==> src/rtl/ps2_input_mapper.sv <==
// ps2_input_mapper: decodes PS/2 key events through a writable keymap, merges
// them with the per-player joystick words, then applies SOCD cleaning and autofire.
module ps2_input_mapper #(
   parameter int unsigned PLAYERS   = 2,
   parameter int unsigned BUTTONS   = 11,
   parameter int unsigned MAP_DEPTH = 32,
   parameter int unsigned AF_PERIOD = 4
) (
   input  logic                         clk_sys,
   input  logic                         RESET,
   input  logic [10:0]                  ps2_key,
   input  logic [PLAYERS*32-1:0]        joy_i,
   input  logic                         map_wr,
   input  logic [$clog2(MAP_DEPTH)-1:0] map_addr,
   input  logic [15:0]                  map_data,
   input  logic [1:0]                   socd_mode,
   input  logic [BUTTONS-1:0]           af_mask,
   input  logic                         af_tick,
   output logic [PLAYERS*BUTTONS-1:0]   buttons_o,
   output logic                         busy,
   output logic                         overflow
);

   localparam int unsigned AW = $clog2(MAP_DEPTH);
   localparam int unsigned NB = PLAYERS * BUTTONS;
   localparam int unsigned CW = (AF_PERIOD > 1) ? $clog2(AF_PERIOD) : 1;

   typedef struct packed {
      logic       valid;
      logic       ext;
      logic [7:0] code;
      logic [1:0] player;
      logic [3:0] button;
   } map_entry_t;

   typedef struct packed {
      logic       pressed;
      logic       ext;
      logic [7:0] code;
   } key_evt_t;

   typedef enum logic [0:0] {S_IDLE, S_SCAN} state_t;

   // Most-recent-edge history codes for last-wins SOCD
   localparam logic [1:0] H_NONE = 2'd0;
   localparam logic [1:0] H_A    = 2'd1;
   localparam logic [1:0] H_B    = 2'd2;

   function automatic map_entry_t mk(input logic ext, input logic [7:0] code,
                                     input logic [1:0] pl, input logic [3:0] btn);
      map_entry_t e;
      e.valid  = 1'b1;
      e.ext    = ext;
      e.code   = code;
      e.player = pl;
      e.button = btn;
      return e;
   endfunction

   // Factory keymap; slot 21 is kept free (P2 has no pause key)
   function automatic map_entry_t default_entry(input int unsigned i);
      map_entry_t e;
      e = '0;
      case (i)
         0:  e = mk(1'b1, 8'h75, 2'd0, 4'd0);
         1:  e = mk(1'b1, 8'h72, 2'd0, 4'd1);
         2:  e = mk(1'b1, 8'h6B, 2'd0, 4'd2);
         3:  e = mk(1'b1, 8'h74, 2'd0, 4'd3);
         4:  e = mk(1'b0, 8'h14, 2'd0, 4'd4);
         5:  e = mk(1'b0, 8'h11, 2'd0, 4'd5);
         6:  e = mk(1'b0, 8'h29, 2'd0, 4'd6);
         7:  e = mk(1'b0, 8'h16, 2'd0, 4'd7);
         8:  e = mk(1'b0, 8'h2E, 2'd0, 4'd8);
         9:  e = mk(1'b0, 8'h4D, 2'd0, 4'd9);
         10: e = mk(1'b0, 8'h46, 2'd0, 4'd10);
         11: e = mk(1'b0, 8'h2D, 2'd1, 4'd0);
         12: e = mk(1'b0, 8'h2B, 2'd1, 4'd1);
         13: e = mk(1'b0, 8'h23, 2'd1, 4'd2);
         14: e = mk(1'b0, 8'h34, 2'd1, 4'd3);
         15: e = mk(1'b0, 8'h1C, 2'd1, 4'd4);
         16: e = mk(1'b0, 8'h1B, 2'd1, 4'd5);
         17: e = mk(1'b0, 8'h15, 2'd1, 4'd6);
         18: e = mk(1'b0, 8'h1E, 2'd1, 4'd7);
         19: e = mk(1'b0, 8'h36, 2'd1, 4'd8);
         20: e = mk(1'b0, 8'h45, 2'd1, 4'd10);
         default: e = '0;
      endcase
      return e;
   endfunction

   // MiSTer joystick bit for button index b (directions are reversed)
   function automatic logic joy_bit(input logic [31:0] j, input int unsigned b);
      logic r;
      case (b)
         0:       r = j[3];
         1:       r = j[2];
         2:       r = j[1];
         3:       r = j[0];
         default: r = (b < 32) ? j[5'(b)] : 1'b0;
      endcase
      return r;
   endfunction

   logic [10:0]       ps2_r;
   logic              tog_prev;
   logic              event_c;
   key_evt_t          new_evt_c;

   state_t            state_q, state_d;
   logic [AW-1:0]     idx_q;
   key_evt_t          ev_q, pend_q;
   logic              pend_valid_q;
   logic              last_c;

   logic              start_new_c, start_pend_c, pend_load_c, pend_clr_c;
   logic              ovf_set_c, commit_c, scan_c;

   map_entry_t        keymap [MAP_DEPTH];
   map_entry_t        entry_c;

   logic [NB-1:0]     ks_work_q, ks_work_d, keystate_q;
   logic [NB-1:0]     raw_c, raw_q, cleaned_c, af_c;
   logic [PLAYERS*2-1:0][1:0] hist_q, hist_d;

   logic [CW-1:0]     af_cnt_q;
   logic              af_phase_q;

   logic              unused_joy;

   assign unused_joy = ^joy_i;

   // Register the PS/2 word and detect a change of the toggle bit
   always_ff @(posedge clk_sys or posedge RESET) begin
      if (RESET) begin
         ps2_r    <= '0;
         tog_prev <= 1'b0;
      end else begin
         ps2_r    <= ps2_key;
         tog_prev <= ps2_r[10];
      end
   end

   assign event_c   = ps2_r[10] ^ tog_prev;
   assign new_evt_c = key_evt_t'(ps2_r[9:0]);
   assign last_c    = (idx_q == AW'(MAP_DEPTH - 1));
   assign entry_c   = keymap[idx_q];

   // FSM state register; busy mirrors the next state so it is a flop
   always_ff @(posedge clk_sys or posedge RESET) begin
      if (RESET) begin
         state_q <= S_IDLE;
         busy    <= 1'b0;
      end else begin
         state_q <= state_d;
         busy    <= (state_d == S_SCAN);
      end
   end

   // FSM next state: a scan chains straight into the next one when work is waiting
   always_comb begin
      state_d = state_q;
      case (state_q)
         S_IDLE:  if (event_c) state_d = S_SCAN;
         S_SCAN:  if (last_c && !pend_valid_q && !event_c) state_d = S_IDLE;
         default: state_d = S_IDLE;
      endcase
   end

   // FSM control strobes for the event, pending and keystate registers
   always_comb begin
      start_new_c  = 1'b0;
      start_pend_c = 1'b0;
      pend_load_c  = 1'b0;
      pend_clr_c   = 1'b0;
      ovf_set_c    = 1'b0;
      commit_c     = 1'b0;
      scan_c       = 1'b0;
      case (state_q)
         S_IDLE: start_new_c = event_c;
         S_SCAN: begin
            scan_c   = 1'b1;
            commit_c = last_c;
            if (last_c) begin
               if (pend_valid_q) begin
                  start_pend_c = 1'b1;
                  pend_load_c  = event_c;
                  pend_clr_c   = !event_c;
               end else begin
                  start_new_c  = event_c;
               end
            end else if (event_c) begin
               pend_load_c = 1'b1;
               ovf_set_c   = pend_valid_q;
            end
         end
         default: ;
      endcase
   end

   // Scan index, active event, one-deep pending slot and sticky overflow
   always_ff @(posedge clk_sys or posedge RESET) begin
      if (RESET) begin
         idx_q        <= '0;
         ev_q         <= '0;
         pend_q       <= '0;
         pend_valid_q <= 1'b0;
         overflow     <= 1'b0;
      end else begin
         idx_q <= scan_c ? idx_q + AW'(1) : '0;
         if (start_new_c)       ev_q <= new_evt_c;
         else if (start_pend_c) ev_q <= pend_q;
         if (pend_load_c) begin
            pend_q       <= new_evt_c;
            pend_valid_q <= 1'b1;
         end else if (pend_clr_c) begin
            pend_valid_q <= 1'b0;
         end
         if (ovf_set_c) overflow <= 1'b1;
      end
   end

   // Runtime-writable keymap, restored to the factory table on reset
   always_ff @(posedge clk_sys or posedge RESET) begin
      if (RESET) begin
         for (int unsigned i = 0; i < MAP_DEPTH; i++) keymap[i] <= default_entry(i);
      end else if (map_wr) begin
         keymap[map_addr] <= map_entry_t'(map_data);
      end
   end

   // Apply the scanned entry to the working keystate when it matches the event
   always_comb begin
      ks_work_d = ks_work_q;
      if (scan_c && entry_c.valid && entry_c.ext == ev_q.ext && entry_c.code == ev_q.code) begin
         for (int unsigned p = 0; p < PLAYERS; p++) begin
            for (int unsigned b = 0; b < BUTTONS; b++) begin
               if (32'(entry_c.player) == p && 32'(entry_c.button) == b)
                  ks_work_d[p*BUTTONS + b] = ev_q.pressed;
            end
         end
      end
   end

   // Working keystate per entry; visible keystate only changes at scan end
   always_ff @(posedge clk_sys or posedge RESET) begin
      if (RESET) begin
         ks_work_q  <= '0;
         keystate_q <= '0;
      end else begin
         ks_work_q <= ks_work_d;
         if (commit_c) keystate_q <= ks_work_d;
      end
   end

   // Merge keyboard state with remapped joystick bits
   always_comb begin
      raw_c = keystate_q;
      for (int unsigned p = 0; p < PLAYERS; p++) begin
         for (int unsigned b = 0; b < BUTTONS; b++) begin
            raw_c[p*BUTTONS + b] = keystate_q[p*BUTTONS + b] | joy_bit(joy_i[p*32 +: 32], b);
         end
      end
   end

   // SOCD cleaning on (left,right) and (up,down), history tracks the latest 0->1 edge
   always_comb begin
      int unsigned ai, bi;
      logic        a_rise, b_rise;
      cleaned_c = raw_c;
      hist_d    = hist_q;
      ai        = 0;
      bi        = 0;
      a_rise    = 1'b0;
      b_rise    = 1'b0;
      for (int unsigned p = 0; p < PLAYERS; p++) begin
         for (int unsigned pr = 0; pr < 2; pr++) begin
            ai     = p*BUTTONS + ((pr == 0) ? 2 : 0);
            bi     = ai + 1;
            a_rise = raw_c[ai] & ~raw_q[ai];
            b_rise = raw_c[bi] & ~raw_q[bi];
            if (a_rise && b_rise) hist_d[p*2 + pr] = H_NONE;
            else if (a_rise)      hist_d[p*2 + pr] = H_A;
            else if (b_rise)      hist_d[p*2 + pr] = H_B;
            if (raw_c[ai] && raw_c[bi]) begin
               case (socd_mode)
                  2'd1: begin
                     cleaned_c[ai] = 1'b0;
                     cleaned_c[bi] = 1'b0;
                  end
                  2'd2: begin
                     cleaned_c[ai] = (hist_d[p*2 + pr] == H_A);
                     cleaned_c[bi] = (hist_d[p*2 + pr] == H_B);
                  end
                  default: ;
               endcase
            end
         end
      end
   end

   // Gate autofire-enabled buttons with the global phase
   always_comb begin
      af_c = cleaned_c;
      for (int unsigned p = 0; p < PLAYERS; p++) begin
         for (int unsigned b = 0; b < BUTTONS; b++) begin
            af_c[p*BUTTONS + b] = cleaned_c[p*BUTTONS + b] & (~af_mask[b] | af_phase_q);
         end
      end
   end

   // Free-running autofire tick counter and phase
   always_ff @(posedge clk_sys or posedge RESET) begin
      if (RESET) begin
         af_cnt_q   <= '0;
         af_phase_q <= 1'b1;
      end else if (af_tick) begin
         if (af_cnt_q == CW'(AF_PERIOD - 1)) begin
            af_cnt_q   <= '0;
            af_phase_q <= ~af_phase_q;
         end else begin
            af_cnt_q <= af_cnt_q + CW'(1);
         end
      end
   end

   // Output register plus the SOCD edge history
   always_ff @(posedge clk_sys or posedge RESET) begin
      if (RESET) begin
         buttons_o <= '0;
         raw_q     <= '0;
         hist_q    <= '0;
      end else begin
         buttons_o <= af_c;
         raw_q     <= raw_c;
         hist_q    <= hist_d;
      end
   end

endmodule

==> config.mk <==
export PLATFORM = sky130hd
export DESIGN_NAME = ps2_input_mapper
export DESIGN_NICKNAME = d
export VERILOG_FILES = /design/src/rtl/ps2_input_mapper.sv
export SDC_FILE = /design/constraint.sdc
export NUM_CORES = 1
export LEC_CHECK = 0
export BUFFER_PORTS_ARGS = -buffer_cell sky130_fd_sc_hd__buf_2
export CAP_MARGIN = 20
export CORE_AREA = 2 2 243 245
export CTS_BUF_LIST = sky130_fd_sc_hd__clkbuf_8
export CTS_CLUSTER_SIZE = 25
export DETAILED_ROUTE_END_ITERATION = 10
export DIE_AREA = 0 0 245 247
export GPL_TIMING_DRIVEN = 1
export PLACE_DENSITY = 0.67
export SLEW_MARGIN = 0
export SYNTH_ARGS = -nofsm -noshare
export SYNTH_HDL_FRONTEND = slang
export SYNTH_SLANG_ARGS = --single-unit
==> constraint.sdc <==
create_clock -name clk_sys -period 46.2 [get_ports clk_sys]
set_input_delay 11.55 -clock clk_sys [delete_from_list [all_inputs] [get_ports clk_sys]]
set_output_delay 11.55 -clock clk_sys [all_outputs]
set_load 0.01 [all_outputs]
# Word level (Yosys, flattened, before mapping)
# Index checks and enable logic that the tools add are counted.
[totals]
regBits = 644
[op_classes]
n_addsub = 2
order_cmp = 3
eq_ne = 25
muxes = 75
n_bitwise = 87
reduce_logical = 43
[op_table]
columns = ["operator", "n"]
rows = [
  ["512-bit bitwise mux", 1],
  ["16-bit binary-select mux with 5-bit select", 1],
  ["16-bit demux with 5-bit select", 1],
  ["16-bit 2-to-1 mux", 3],
  ["1-bit 2-to-1 mux", 42],
  ["1-bit logical AND", 36],
  ["2-bit 2-to-1 mux", 17],
  ["1-bit OR", 33],
  ["1-bit bitwise AND", 30],
  ["22-bit 2-to-1 mux", 1],
  ["1-bit NOT", 21],
  ["10-bit 2-to-1 mux", 2],
  ["4-bit by 3-bit equality test with 1-bit output, second input constant", 4],
  ["2-bit one-hot mux with 2 select lines", 4],
  ["2-bit by 1-bit equality test with 1-bit output, second input constant", 6],
  ["2-bit equality test, second input constant", 6],
  ["4-bit equality test, second input constant", 3],
  ["6-bit >= comparator, second input constant", 2],
  ["5-bit NOT with 6-bit output", 2],
  ["4-bit by 2-bit equality test with 1-bit output, second input constant", 2],
  ["8-bit equality test", 1],
  ["6-bit by 1-bit less-than comparator with 1-bit output, second input constant", 1],
  ["5-bit by 1-bit adder with 5-bit output, second input constant", 1],
  ["5-bit equality test, second input constant", 1],
  ["11 further kinds", 14],
]

# Depth between registers and ports, before layout
# Gate-level depths: netlist of run 1.
[logic_depth]
depth_word = 9
mapped_depth = 15

# Least setup slack after synthesis of run 1
# No wires, ideal clock.
[synth_path]
path_kind = "input-to-reg"
start = "input map_addr[0]"
end = "register keymap[305] (netlist name)"
setup_time_ns = 0.125
arrival_ns = 13.335
t_required_ns = 46.075
setup_slack_ns = 32.740
stages = 6
n_path_buf = 3
cell_sequence = "clkbuf_1 > or3b_2 > clkbuf_1 > nor2_1 > clkbuf_1 > mux2_2"
[synth_via]
elab_chain_cells = 6
[synth_lines]
columns = ["item", "line", "text"]
rows = [
  ["start: declaration", "14", "input logic [$clog2(MAP_DEPTH)-1:0] map_addr,"],
  ["5-bit NOT with 6-bit output (implied by the code) (*)", "227", "keymap[map_addr] <= map_entry_t'(map_data);"],
  ["6-bit >= comparator (implied by the code) or 6-bit by 1-bit less-than comparator with 1-bit output (tied branches)", "227", ""],
  ["1-bit logical AND (implied by the code)", "227", ""],
  ["16-bit 2-to-1 mux (implied by the code)", "227", ""],
  ["16-bit demux with 5-bit select (*)", "227", ""],
  ["512-bit bitwise mux (*)", "227", ""],
  ["end signal: indexed assignment", "227", ""],
  ["end: declaration", "118", "map_entry_t keymap [MAP_DEPTH];"],
]
# Every way passes the cells marked *; elsewhere a longest branch is shown, timed or not.
# A chain may end at the register's enable or synchronous reset.

==> results of run 1 <==
[worst max-delay path, cell delays in order]
cell and delay (ns):
buf_2 0.13, inv_8 0.17, buf_12 0.56, buf_4 0.89, buf_4 0.61, buf_16 0.30
[power by group through the flow]
stage / logic (uW) / registers (uW) / clock network (uW)
detailed placement: 516 / 775 / 0
CTS: 517 / 766 / 528
global placement: 503 / 766 / 0
finish: 513 / 765 / 515
global route: 555 / 781 / 553
floorplan: 398 / 748 / 0
[area by class of cell]
type / instances / area [sq um]
inverters: 19 / 78.8
clock buffers: 144 / 1980
repair buffers: 133 / 896
fillers: 4679 / 26000
well taps: 773 / 967
flip-flops and latches: 637 / 16100
clock inverters: 58 / 304
multi-input cells: 1192 / 11900
[final timing paths]
path / from / endpoint / slack [ns] / cells after the start
worst min register to register: ps2_r[10] / tog_prev / 0.40 / 0
worst max-delay path: RESET / keymap[9] / 32.52 / 6
worst min-delay path: ps2_r[10] / tog_prev / 0.40 / 0
worst max register to register: idx_q[1] / keystate_q[1] / 41.27 / 9
min in group asynchronous: RESET / keymap[309] / 10.78 / 2
max in group clk_sys: map_addr[1] / keymap[49] / 33.27 / 4
[flip-flops by register name, summed over array words and instances, names as in the netlist]
name and count:
buttons_o 22, ev_q 10, ks_work_q 22, overflow 1, state_q 1, keystate_q 22, af_phase_q 1, af_cnt_q 2
hist_q 8, tog_prev 1, pend_q 10, raw_q 8, keymap 512, idx_q 5, ps2_r 11, pend_valid_q 1
[per-layer routing]
layer	up-vias	GRT usage [%]
met2	395	40.2
li1	7494	-
met5	-	0
met4	0	8.00
met3	114	4.08
met1	9074	30.5
[metrics by stage]
stage                     setup WS (ns)  instance area [sq um]  total power, uW  cells  utilization [%]
after global routing              32.13                  32200             1890   2956             55.3
after CTS                         31.39                  32100             1810   2953             55.2
after detailed placement          30.62                  29800             1290   2751             51.2
final                             32.52                  32200             1790   2956             55.3
after floorplan                   17.04                  28700             1150   1997                -
after global placement            30.80                  29800             1270   2748             51.1
[layout by cell type (no fill, tap or decap), drive strengths merged, types with 4 or more instances in the layout]
master / instances
nand2b: 11
nor3: 21
dfstp: 142
clkinv: 12
and2: 5
nor2b: 15
nor2: 112
dfrtp: 495
o21ai: 17
mux2i: 91
or3: 22
a221oi: 8
xor2: 6
o21a: 6
ha: 4
nand3: 17
a31oi: 17
a21oi: 25
nand3b: 7
a22oi: 58
buf: 133
nor4: 4
clkbuf: 144
o31a: 6
or2: 9
xnor2: 9
inv: 61
nand2: 74
nor3b: 5
nand4: 4
mux4: 98
mux2: 525
[cell families (layout without fill, tap and decap cells)]
group | count (synthesis) | in the layout | synth area share, %
xor+xnor | 15 | 15 | 0.458
buf+inv | 168 | 354 | 2.70
mux | 714 | 714 | 31.7
simple gates | 313 | 313 | 5.22
fa+ha+maj | 4 | 4 | 0.175
flops | 637 | 637 | 56.2
compound gates | 146 | 146 | 3.48
==> impl_metrics.ini, run 1 <==
[run_status]
status = complete, no violations

[drt]
vias = 17077
wl_per_cell_um = 23.4
dr_wl_met3_um = 3340
firstDrtPassIters = 7
avgViaCountPerCell = 5.78
antenna_left = 0
drt-met1-wl_um = 29700
drtIter0Drc = 1007
routed_wl_um = 69300
wl_met2_um = 34500
drcViolationCount = 0
highest_layer = met4

[pwr]
p_comb_share_pct = 28.6
p_leak_uw = 0.0145
ir_drop_uv = 44.7
p_sw_uw = 570
clockPowerShare_pct = 28.7
switching_share_pct = 31.8
power_density_mw_per_mm2 = 55.7
seq_power_share_pct = 42.7
intPower_uw = 1220

[place]
dp_hpwl_um = 41700
io_buffers = 94
place.gp.congestion = 0.763

[yosys]
yosysMostFrequentCell = mux2_2
synthArstFlopShare_pct = 100
synth-edff-count = 0
synth.net_count = 2114
synth.distinct_cells = 57
seq_area_frac_synth_pct = 56.2
netlist_area_sq_mm = 0.0287
synth_area_leader_cell = dfrtp_1
yosysWarnings = 0
netlist.area_leader.share_pct = 43.2
synth_ff_type = dfrtp_1
avgSynthCellArea_sq_um = 14.3
synth_common_cells = mux2_2, dfrtp_1, dfstp_2
ys_ff_latch = 637
synthCells = 1997
synth_area_leaders = dfrtp_1, mux2_2, dfstp_2

[global_routing]
grt_pass1_wl_um = 108000
grt_pass1_vias = 18208
grtUsageTotal_pct = 23.5
antenna_found_initial = 0
grt-ovfl-total = 0
grt_max_degree = 158

[timing]
finalClockSkew_ns = 0.0365
holdWs_ns = 0.401
setup_tns_ns = 0
slew_viol_final = 0
slew-limit-headroom_pct = 24.4
min_period_over_period_pct = 29.6
rsz0062_at_grt = no
period_minus_slack_ns = 13.68
hold_viol_final = 0
tightest_slew_ns = 1.13
finalSetupViolations = 0
fmax_ghz = 0.0731

[floorplan]
start_util_pct = 49.2
io_pins = 137
die_area_sq_mm = 0.0605
die_h_um = 247
row_count = 89
fp.dieW_um = 245
fp.coreArea_sq_mm = 0.0582

[cells_and_area]
layout.nets = 2206
drive_gt1_share_pct = 49.2
syn_to_final_growth_pct = 12.4
antenna_cells = 0

[critical_path]
end_kind = asynchronous set/reset pin
arrival_ns = 14.54
cp_max_fo = 157
critPathRequiredTime_ns = 47.07
criticalPathCategory = primary input to asynchronous set/reset pin
critPathLaunchType = primary input

[job]
max-cap-violations = 0

[clocking]
cts_resized = 0
post_cts.repair.setup_buffers = 0
clock_latency_ns = 0.72
clk_pin_slew_worst_paths_ns = 0.06
htree_num_levels = 3
cts_hold_buf = 0
cts_tree = built
cts_buffer_depth = 3
cts_buffers = 106
clkSinkCount = 637
cts-root-buf = clkbuf_8

[min_path]
min_path_type = flip-flop to flip-flop
No activity file was read; power rests on OpenSTA's default activity.
==> run 2, diff against run 1 <==
--- a/config.mk
+++ b/config.mk
@@ -5,13 +5,14 @@
 export SDC_FILE = /design/constraint.sdc
 export NUM_CORES = 1
 export LEC_CHECK = 0
+export ABC_AREA = 1
 export BUFFER_PORTS_ARGS = -buffer_cell sky130_fd_sc_hd__buf_2
 export CAP_MARGIN = 20
-export CORE_AREA = 2 2 243 245
+export CORE_AREA = 2 2 248 250
 export CTS_BUF_LIST = sky130_fd_sc_hd__clkbuf_8
 export CTS_CLUSTER_SIZE = 25
 export DETAILED_ROUTE_END_ITERATION = 10
-export DIE_AREA = 0 0 245 247
+export DIE_AREA = 0 0 250 252
 export GPL_TIMING_DRIVEN = 1
 export PLACE_DENSITY = 0.67
 export SLEW_MARGIN = 0
==> constraint.sdc (replaced) <==
create_clock -name clk_sys -period 13.5 [get_ports clk_sys]
set_input_delay 3.375 -clock clk_sys [delete_from_list [all_inputs] [get_ports clk_sys]]
set_output_delay 3.375 -clock clk_sys [all_outputs]
set_load 0.01 [all_outputs]
==> run 2 against run 1 <==
Effect of this change:
- routed wire length increased by 22%
- sequential share of layout area decreased by 1.3 points
- combinational power increased to 4.5 times the previous value
- final cell count increased by 58%
- via count increased by 47%
- non-clock buffer count increased by 23
- clock skew increased by 0.00054 ns
- count of clock-buffer cells in the layout decreased by 10
- synthesized cell count increased by 90%
- largest power group unchanged
==> impl_metrics.ini, run 2 <==
[pwr]
ir_drop_uv = 123
switching_share_pct = 40.4
p_comb_share_pct = 34.7
intPower_uw = 3960
p_sw_uw = 2690
power_density_mw_per_mm2 = 201
seq_power_share_pct = 39.3
clockPowerShare_pct = 26.0
p_leak_uw = 0.0159

[cells_and_area]
final_area_sq_mm = 0.0331
num-fill-cells = 5710
multi_input_area_sq_mm = 0.0119
drive_gt1_share_pct = 12.3
regArea_sq_mm = 0.0161
final_cell_mix = nand2_1, dfrtp_1, o21ai_0
largest_reg_flops = 512
top_register = keymap
layout.nets = 3904
post-route-util_pct = 55.0
syn_to_final_growth_pct = 10.5
final_common_cell = nand2_1

[place]
io_buffers = 94
dp_hpwl_um = 49000
post_dp_cell_area_sq_mm = 0.0306
pre_cts_slack_ns = 7.38
place.gp.congestion = 0.828

[drt]
highest_layer = met4
vias = 25058
firstDrtPassIters = 6
avgViaCountPerCell = 5.37
drcViolationCount = 0
antenna_left = 0
dr_wl_met3_um = 5530
drt-met1-wl_um = 36800
wl_per_cell_um = 18.2
drtIter0Drc = 2436
routed_wl_um = 84700
wl_met2_um = 38900

[critical_path]
r2r-end = keystate_q[12]
crit_path_start = idx_q[2]
crit_buf_inv = 3
crit_end = keystate_q[12]
cp.depth = 15
arrival_ns = 5.89
cp_max_fo = 36
crit_slowest_cell = nor2_4
criticalPathCategory = flip-flop to flip-flop
reg2reg_depth = 15
regToRegSetupSlack_ns = 8.21
crit_top_cell = nand3_1
path_cells = buf_4 -> inv_2 -> nor2_4 -> buf_4 -> a21oi_1 -> nand3_1 -> nand3_1 -> nand3_1 -> nand2_1 -> nor2_1 -> nand3_2 -> nor2_4 -> nand2_1 -> nand3_1 -> nand2_1
end_kind = flip-flop
crit-reg2reg-launch = idx_q[2]
crit_family = simple AND/OR/NAND/NOR gates
critPathRequiredTime_ns = 14.10
critPathLaunchType = flip-flop
max_stage_delay_ns = 0.86

[yosys]
synth_area_leader_cell = dfrtp_1
synth.net_count = 3919
synth_area_leaders = dfrtp_1, nand2_1, dfstp_2
synth-edff-count = 0
yosysMostFrequentCell = nand2_1
netlist.area_leader.share_pct = 41.4
synth_ff_type = dfrtp_1
seq_area_frac_synth_pct = 53.9
avgSynthCellArea_sq_um = 7.87
synth.distinct_cells = 36
synth_common_cells = nand2_1, dfrtp_1, o21ai_0
ys_ff_latch = 637
synthArstFlopShare_pct = 100
netlist_area_sq_mm = 0.0299
yosysWarnings = 0
synthCells = 3802

[floorplan]
start_util_pct = 49.8
row_count = 90
io_pins = 137
die_area_sq_mm = 0.0630
fp.dieW_um = 250
fp.coreArea_sq_mm = 0.0601
die_h_um = 252

[global_routing]
grt_pass1_wl_um = 135000
grt_max_degree = 164
grtUsageTotal_pct = 27.3
antenna_found_initial = 2
grt_pass1_vias = 23874
grt-ovfl-total = 0

[clocking]
cts_buffer_depth = 3
cts-root-buf = clkbuf_8
clkSinkCount = 637
post_cts.repair.setup_buffers = 0
clk_pin_slew_worst_paths_ns = 0.06
cts_hold_buf = 0
htree_num_levels = 3
clock_latency_ns = 0.72
cts_resized = 0
cts_tree = built
cts_buffers = 107

[timing]
slew_viol_final = 0
slew-limit-headroom_pct = 22.5
finalClockSkew_ns = 0.0370
hold_viol_final = 0
finalSetupViolations = 0
min_period_over_period_pct = 39.2
period_minus_slack_ns = 5.29
rsz0062_at_grt = no
tightest_slew_ns = 1.16
fmax_ghz = 0.189
setup_tns_ns = 0
finalWorstSetupSlack_ns = 8.21

[job]
max-cap-violations = 0

[run_status]
status = complete, no violations

[min_path]
min_path_type = flip-flop to flip-flop
-- run 2: cell count changes after synthesis, sizes merged, moves of 58 or more --
| cell | delta |
|---|---|
| mux2 | -524 |
| a22oi | -58 |
| buf | +80 |
| nand2 | +1375 |
| mux4 | -98 |
| a21oi | +114 |
| inv | +147 |
| mux2i | -91 |
| o21ai | +471 |
| nand3 | +364 |
-- run 2: final cells by class --
class / instances / area share [%]
antenna: 2 / 0.0151
clock buffer: 134 / 5.58
clock inverter: 68 / 1.05
inverter: 164 / 1.90
multi-input combinational: 2721 / 36.0
sequential: 637 / 48.8
tap: 782 / 2.96
timing repair buffer: 156 / 3.77
-- run 2: power groups by stage --
stage | Clock, uW | Sequential (uW) | Combinational, uW
after floorplan | 0 | 2570 | 1670
after global placement | 0 | 2630 | 2240
after detailed placement | 0 | 2640 | 2270
after CTS | 1760 | 2610 | 2280
after global routing | 1850 | 2670 | 2570
final | 1730 | 2610 | 2310
-- run 2: cells by family (layout without fill, tap and decap cells) --
kind of cell	Yosys count	in the layout	share of synthesized area, %
and+or+nand+nor	2037	2037	27.6
adders and majority gates	4	4	0.167
buffers and inverters	444	522	6.50
other	0	2	0
DFF	637	637	53.9
AOI/OAI and AO/OA	677	677	11.8
xor gates and xnor gates	2	2	0.0585
muxes	1	1	0.0376
-- run 2: worst reg2reg max path: stages (launching register included) --
cell and delay [ns]:
dfrtp_1 0.32, buf_4 0.39, inv_2 0.48, nor2_4 0.87, buf_4 0.66, a21oi_1 0.17
nand3_1 0.09, nand3_1 0.33, nand3_1 0.18, nand2_1 0.07, nor2_1 0.11, nand3_2 0.47
nor2_4 0.63, nand2_1 0.16, nand3_1 0.17, nand2_1 0.07
-- run 2: worst min-delay path by stage --
stage	from	end	slack, ns	cells past startpoint
5_1_grt	ps2_r[10]	tog_prev	0.44	0
3_5_place_dp	ps2_r[10]	tog_prev	0.40	0
4_1_cts	ps2_r[10]	tog_prev	0.42	0
2_1_floorplan	ps2_r[10]	tog_prev	0.37	0
3_3_place_gp	ps2_r[10]	tog_prev	0.39	0
6_report	ps2_r[10]	tog_prev	0.42	0
-- run 2: layer usage --
metal,vias to the layer above,global-route usage (%)
li1,12226,-
met1,11849,36.8
met2,807,43.6
met3,176,4.67
met4,0,12.2
met5,-,0
-- run 2: stage by stage --
step | cells | power [uW] | hold slack, ns
2_1_floorplan | 3802 | 4240 | 0.373
3_3_place_gp | 4442 | 4870 | 0.390
3_5_place_dp | 4446 | 4910 | 0.405
4_1_cts | 4648 | 6650 | 0.419
5_1_grt | 4664 | 7080 | 0.438
6_report | 4664 | 6650 | 0.419
